File: src/rtl/product_accumulator.sv
// Accumulates LEN signed products into a saturating ACC_W-bit sum, then holds
// the result under a valid/ready handshake until downstream consumes it.
module product_accumulator #(
    parameter int N     = 4,
    parameter int ACC_W = 12,
    parameter int LEN   = 4
) (
    input  logic                    clk,
    input  logic                    rst,
    input  logic signed [2*N-1:0]   product,
    input  logic                    in_valid,
    output logic                    in_ready,
    input  logic                    clear,
    output logic signed [ACC_W-1:0] acc_out,
    output logic                    sat,
    output logic                    out_valid,
    input  logic                    out_ready
);

    localparam int CNT_W = (LEN > 1) ? $clog2(LEN) : 1;
    localparam int SUM_W = ACC_W + 1;
    localparam logic [CNT_W-1:0] LAST_CNT = CNT_W'(LEN - 1);
    localparam logic signed [ACC_W-1:0] MAX_POS = {1'b0, {(ACC_W-1){1'b1}}};
    localparam logic signed [ACC_W-1:0] MIN_NEG = {1'b1, {(ACC_W-1){1'b0}}};

    typedef enum logic {
        ACC,
        DONE
    } state_t;

    state_t                    state_q, state_d;
    logic signed [ACC_W-1:0]   acc_q, acc_d;
    logic        [CNT_W-1:0]   cnt_q, cnt_d;
    logic                      sat_q, sat_d;
    logic signed [SUM_W-1:0]   sumWide;
    logic                      overflow;

    // One guard bit above the accumulator: overflow shows as the top two bits differing.
    assign sumWide  = SUM_W'(acc_q) + SUM_W'(product);
    assign overflow = sumWide[SUM_W-1] != sumWide[SUM_W-2];

    always_ff @(posedge clk or posedge rst) begin
        if (rst) begin
            state_q <= ACC;
            acc_q   <= '0;
            cnt_q   <= '0;
            sat_q   <= 1'b0;
        end else begin
            state_q <= state_d;
            acc_q   <= acc_d;
            cnt_q   <= cnt_d;
            sat_q   <= sat_d;
        end
    end

    always_comb begin
        state_d = state_q;
        acc_d   = acc_q;
        cnt_d   = cnt_q;
        sat_d   = sat_q;
        // clear wins over both the accept and the output handshake.
        if (clear) begin
            state_d = ACC;
            acc_d   = '0;
            cnt_d   = '0;
            sat_d   = 1'b0;
        end else begin
            unique case (state_q)
                ACC: begin
                    if (in_valid) begin
                        if (overflow) begin
                            acc_d = sumWide[SUM_W-1] ? MIN_NEG : MAX_POS;
                            sat_d = 1'b1;
                        end else begin
                            acc_d = sumWide[ACC_W-1:0];
                        end
                        if (cnt_q == LAST_CNT) begin
                            state_d = DONE;
                        end else begin
                            cnt_d = cnt_q + CNT_W'(1);
                        end
                    end
                end
                DONE: begin
                    if (out_ready) begin
                        state_d = ACC;
                        acc_d   = '0;
                        cnt_d   = '0;
                        sat_d   = 1'b0;
                    end
                end
                default: state_d = ACC;
            endcase
        end
    end

    assign in_ready  = (state_q == ACC);
    assign out_valid = (state_q == DONE);
    assign acc_out   = acc_q;
    assign sat       = sat_q;

endmodule

File: config.mk
export PLATFORM = sky130hd
export DESIGN_NAME = product_accumulator
export DESIGN_NICKNAME = d
export VERILOG_FILES = /design/src/rtl/product_accumulator.sv
export SDC_FILE = /design/constraint.sdc
export NUM_CORES = 1
export LEC_CHECK = 0
export CAP_MARGIN = 20
export CORE_ASPECT_RATIO = 1.25
export CORE_UTILIZATION = 55
export DETAILED_ROUTE_END_ITERATION = 10
export DONT_BUFFER_PORTS = 1
export PLACE_DENSITY = 0.7
export SYNTH_ARGS = -nofsm -noshare
export SYNTH_HDL_FRONTEND = slang
export SYNTH_SLANG_ARGS = --single-unit
File: constraint.sdc
create_clock -name clk -period 3.05 [get_ports clk]
set_input_delay 0.61 -clock clk [delete_from_list [all_inputs] [get_ports clk]]
set_output_delay 0.61 -clock clk [all_outputs]
set_load 0.01 [all_outputs]
==> flow_summary.ini, run 1 <==
[status]
outcome = finished clean

[power_and_ir_drop]
power_mw = 0.944
leakage_nw = 0.642
powerDensity_nw_per_um2 = 669
ir_worst_vdd_uv = 383

[die]
die_y_um = 57.4
num_rows = 19
start_util_pct = 59.8
die_w_um = 46.3
die-area_um2 = 2660
core_um2 = 2260
ios = 28

[synth]
postSynthAreaPerCell_um2 = 8.89
synth.cells.most_frequent = a21oi_1 (20), nand2_1 (19), dfrtp_1 (16)
synthCells = 152
synthSimpleGateAreaFrac_pct = 16.1
synth_mux_area_share_pct = 2.31
syn_area_um2 = 1350
synth_fa_ha_area_share_pct = 13.5
synth_seq_cells = 16
ys_top_cells_by_area = dfrtp_1 (30%), ha_1 (12%), a22oi_2 (9.3%)
yosys.area.top_type_share_pct = 29.6
synth_compound_area_share_pct = 30.7
ys_async_sr_fraction_pct = 100
synth-edff-count = 0
synth_top_family_by_area = compound AO/OA/AOI/OAI gates
yosys_warnings = 0
synth_xor_area_share_pct = 3.24
syn_nets = 179
synth_cell_types = 34
synth.largest_area_cell = dfrtp_1
ys_seq_area_share_pct = 29.6
synth_top_flop_cell = dfrtp_1
yosysMostFrequentCell = a21oi_1

[timing]
fin_setup_tns_ns = 0
fin_worst_skew_ns = 0.00173
slew_headroom_pct = 50.5
fmax_mhz = 370
worst_pin_slew_ns = 0.743
rsz0062_at_grt = no
hold_viol = 0
fin_crit_sh_pct = 88.6
setup_violations = 0
fin_crit_ns = 2.70
drv_slew = 0

[worst_setup_path]
cp-start-kind = register
worstSetupEndpoint = sat
rrSetupSlack_ns = 0.35
end_kind = register
crit_required_ns = 3.27
worstPathArrival_ns = 2.92
path_max_fanout = 12
worstReg2RegStart = acc_out[0]
r2r-end = sat
crit_start = acc_out[0]
ff2ff_path_depth = 8
path_class = register to register

[final_layout]
synthToLayoutAreaGrowth_pct = 4.44
final_cells = 185
layout.nets = 182
fillers = 207
drive_above_1_share_pct = 11.7
antenna_cells = 0

[clock_network]
cts_resized = 0
clockBufferDepth = 2
clockRootBuffer = clkbuf_4
clkSinkCount = 16
clock_latency_ns = 0.29
post_cts.repair.setup_buffers = 0
postCtsHoldBufs = 0
htree_num_levels = 1
cts_tree = built
cts_buffers = 3
cts.clk_slew.worst_paths_ns = 0.10

[global_route]
grt_pass1_wl_um = 4450
globalRouteTotalUtil_pct = 22.7
grt_pass1_vias = 1087
antenna_found_initial = 0
grt_max_degree = 22
grt_overflow = 0

[hold_path]
hp-class = input pin to async pin

[route]
drtAntennaViolNets = 0
drt_iter0_drc = 29
vias_per_cell = 6.13
wl_per_cell_um = 15.1
drc = 0
num_vias = 1134
wirelength_um = 2800
dr.pass1.iters = 4

[run]
cap_violations = 0

[place]
dp_cells = 181
hpwlAfterDp_um = 2090
gp_congestion = 0.818
port_buffers = 0
## routing by layer
| layer | track usage (%) | part of all wire [%] | vias up |
|---|---|---|---|
| met5 | 0 | 0 | - |
| met3 | 4.43 | 3.4 | 8 |
| met4 | 9.24 | 2.0 | 0 |
| met1 | 26.9 | 44 | 529 |
| li1 | - | - | 577 |
| met2 | 38.5 | 51 | 20 |
## report_power, final
group	leakage, nW	switching, mW	internal [mW]	total, mW
Sequential	0.214	0.0671	0.255	0.322
Clock	0.0210	0.0752	0.0727	0.148
Combinational	0.407	0.268	0.207	0.475
## worst max-delay path, cell delays in order, from the launching register on
cell      delay (ns)
dfrtp_1         0.46
ha_1            0.26
fa_1            0.43
a211oi_1        0.28
o211ai_1        0.15
a41oi_1         0.30
o21ai_0         0.12
mux2_2          0.43
o21ai_0         0.20
## logic make-up (layout without fill, tap and decap cells)
| family | count (synthesis) | in the layout |
|---|---|---|
| XOR/XNOR | 5 | 5 |
| buffers and inverters | 12 | 14 |
| flip-flops | 16 | 16 |
| AO/OA/AOI/OAI | 56 | 56 |
| AND/OR/NAND/NOR | 46 | 46 |
| multiplexers | 3 | 3 |
| adder cells (fa/ha/maj) | 14 | 14 |
## placed cells by master, fill, tap and decap left out, types with 3 or more instances in the layout
cell type / synthesis / layout
o21ai_0: 8 / 8
clkbuf_4: 0 / 3
nor2_1: 5 / 5
ha_1: 13 / 13
nand2_1: 19 / 19
nand3_1: 4 / 4
and3_1: 4 / 4
a21oi_1: 20 / 20
inv_1: 8 / 8
a22oi_2: 10 / 10
nor3_1: 7 / 7
a21o_1: 3 / 3
xnor2_1: 3 / 3
dfrtp_1: 16 / 16
## final cells by class
cell class	count	area (um2)	area share, %
Tap cell	31	38.8	2.75
Inverter	8	30.0	2.13
Timing Repair Buffer	2	15.0	1.06
Clock buffer	4	36.3	2.57
Multi-Input combinational cell	124	891	63.1
Sequential cell	16	400	28.4
## registers in the layout, summed over array words and instances (netlist names)
name,flops
acc_out,12
sat,1
cnt_q,2
out_valid,1
## metrics by stage
step                      util [%]  cell area [um2]  setup WS, ns  hold slack [ns]
after floorplan                  -             1350         0.421            0.470
after global placement        60.9             1380         0.267            0.485
after detailed placement      60.9             1380         0.242            0.509
after CTS                     62.5             1410         0.346            0.289
after global routing          62.5             1410        0.0664            0.334
final                         62.5             1410         0.347            0.276
## how the worst min path moves through the flow
| stage | from | endpoint | cells after the start |
|---|---|---|---|
| after floorplan | cnt_q[1] | cnt_q[1] | 2 |
| after detailed placement | cnt_q[1] | cnt_q[1] | 2 |
| after global routing | rst | acc_out[0] | 1 |
| after global placement | cnt_q[1] | cnt_q[1] | 2 |
| final | rst | acc_out[4] | 1 |
| after CTS | rst | acc_out[0] | 1 |
No activity file was read; power rests on OpenSTA's default activity.
==> run 2: changes to the inputs <==
CORE_ASPECT_RATIO = 0.8   (was 1.25)
==> run 2 against run 1 <==
The run now ends with DRC left. Setup slack worse by 0.044 ns. Routed wire length down 1.8%. Non-clock buffer count unchanged. Critical path type unchanged. Highest routed layer unchanged.
==> flow_summary.ini, run 2 (synthesis gave the netlist of run 1 again) <==
[status]
outcome = finished, violations left
violations = DRC

[timing]
fmax_mhz = 364
setup_violations = 0
hold_viol = 0
fin_crit_ns = 2.75
worst_pin_slew_ns = 0.736
fin_worst_skew_ns = 0.0103
rsz0062_at_grt = no
fin_setup_tns_ns = 0
slew_headroom_pct = 50.9
hold_ws_ns = 0.264
drv_slew = 0
fin_crit_sh_pct = 90.1

[final_layout]
drive_above_1_share_pct = 11.7
synthToLayoutAreaGrowth_pct = 3.89
largest_reg_flops = 12
final_cells = 179
most-common-layout-cells = a21oi_1 (20), nand2_1 (19), dfrtp_1 (16)
stdcell_area_um2 = 1400
layout.nets = 182
final_common_cell = a21oi_1
antenna_cells = 0

[route]
drtAntennaViolNets = 0
wirelength_um = 2750
drt_iter0_drc = 42
num_vias = 1125
drc = 3
dr.pass1.iters = 7
wl_per_cell_um = 15.4
vias_per_cell = 6.28

[power_and_ir_drop]
ir_worst_vdd_uv = 363
powerDensity_nw_per_um2 = 671
leakage_nw = 0.642
p_seq_share_pct = 34.2
internal_power_mw = 0.535
p_sw_mw = 0.407
clock_power_share_pct = 15.2
switching_share_pct = 43.2
power_frac_comb_pct = 50.7

[worst_setup_path]
end_kind = register
worstPathArrival_ns = 2.95
worstReg2RegStart = acc_out[0]
cp-start-kind = register
cp_slowest_cell = dfrtp_1
path_class = register to register
path_max_fanout = 12
crit_start = acc_out[0]
worstPathCellList = ha_1 > fa_1 > a211oi_1 > o211ai_1 > a41oi_1 > o21ai_0 > mux2_2 > o21ai_0
crit_top_cell = o21ai_0
ff2ff_path_depth = 8
rrSetupSlack_ns = 0.30
critPathMaxStageDelay_ns = 0.45
crit_required_ns = 3.25
r2r-end = sat
worstSetupEndpoint = sat

[clock_network]
cts_tree = built
postCtsHoldBufs = 0
post_cts.repair.setup_buffers = 0
cts_resized = 0
htree_num_levels = 1
cts_buffers = 3
cts.clk_slew.worst_paths_ns = 0.10
clockBufferDepth = 2
clkSinkCount = 16
clock_latency_ns = 0.30
clockRootBuffer = clkbuf_4

[die]
die-area_um2 = 2660
die_w_um = 57.4
num_rows = 15
start_util_pct = 60.5
die_y_um = 46.3
core_um2 = 2230
ios = 28

[place]
port_buffers = 0
dp_cells = 175
hpwlAfterDp_um = 2170
place_area_um2 = 1370
gp_congestion = 0.873

[global_route]
grt_overflow = 0
globalRouteTotalUtil_pct = 23.2
antenna_found_initial = 0
grt_max_degree = 22
grt_pass1_vias = 1074
grt_pass1_wl_um = 4650

[hold_path]
hp-class = input pin to async pin

[run]
cap_violations = 0
## run 2: cell counts in the layout (fill, tap and decap cells not counted)
Identical to the previous run, type by type.
## run 2: worst max-delay path: cells and delay by family (launching register included)
family,cells,cell delay [ns]
multiplexers,1,0.42
adder cells (fa/ha/maj),2,0.70
AO/OA/AOI/OAI,5,1.09
flip-flops,1,0.45
## run 2: layout make-up
class	count	area (um2)
Clock buffer	4	36.3
Fill cell	204	830
Inverter	8	30.0
Multi-Input combinational cell	124	891
Sequential cell	16	400
Tap cell	25	31.3
Timing Repair Buffer	2	15.0
## run 2: through the flow
stage          setup WS, ns  util, %  power, mW
6_report              0.303     62.9      0.942
3_5_place_dp          0.190     61.2      0.803
4_1_cts               0.292     62.9      0.947
3_3_place_gp          0.274     61.2      0.788
2_1_floorplan         0.421        -      0.728
5_1_grt               0.123     62.9       1.03
## run 2: power by group through the flow
stage	logic, mW	registers (mW)	clock network [mW]
after floorplan	0.413	0.315	0
after global placement	0.463	0.325	0
after detailed placement	0.476	0.327	0
after CTS	0.478	0.323	0.146
after global routing	0.542	0.331	0.153
final	0.477	0.322	0.143
## run 2: metal layers
layer / track usage (%) / part of all wire (%)
met3: 6.74 / 4.1
met2: 39.1 / 48
met5: 0 / 0
met4: 8.78 / 1.1
met1: 28.6 / 47
## run 2: worst min path at each step
stage / startpoint / end / slack [ns]
6_report: rst / acc_out[1] / 0.26
5_1_grt: rst / acc_out[1] / 0.31
4_1_cts: rst / acc_out[1] / 0.29
3_5_place_dp: cnt_q[1] / cnt_q[1] / 0.49
3_3_place_gp: cnt_q[1] / cnt_q[1] / 0.49
2_1_floorplan: cnt_q[1] / cnt_q[1] / 0.47
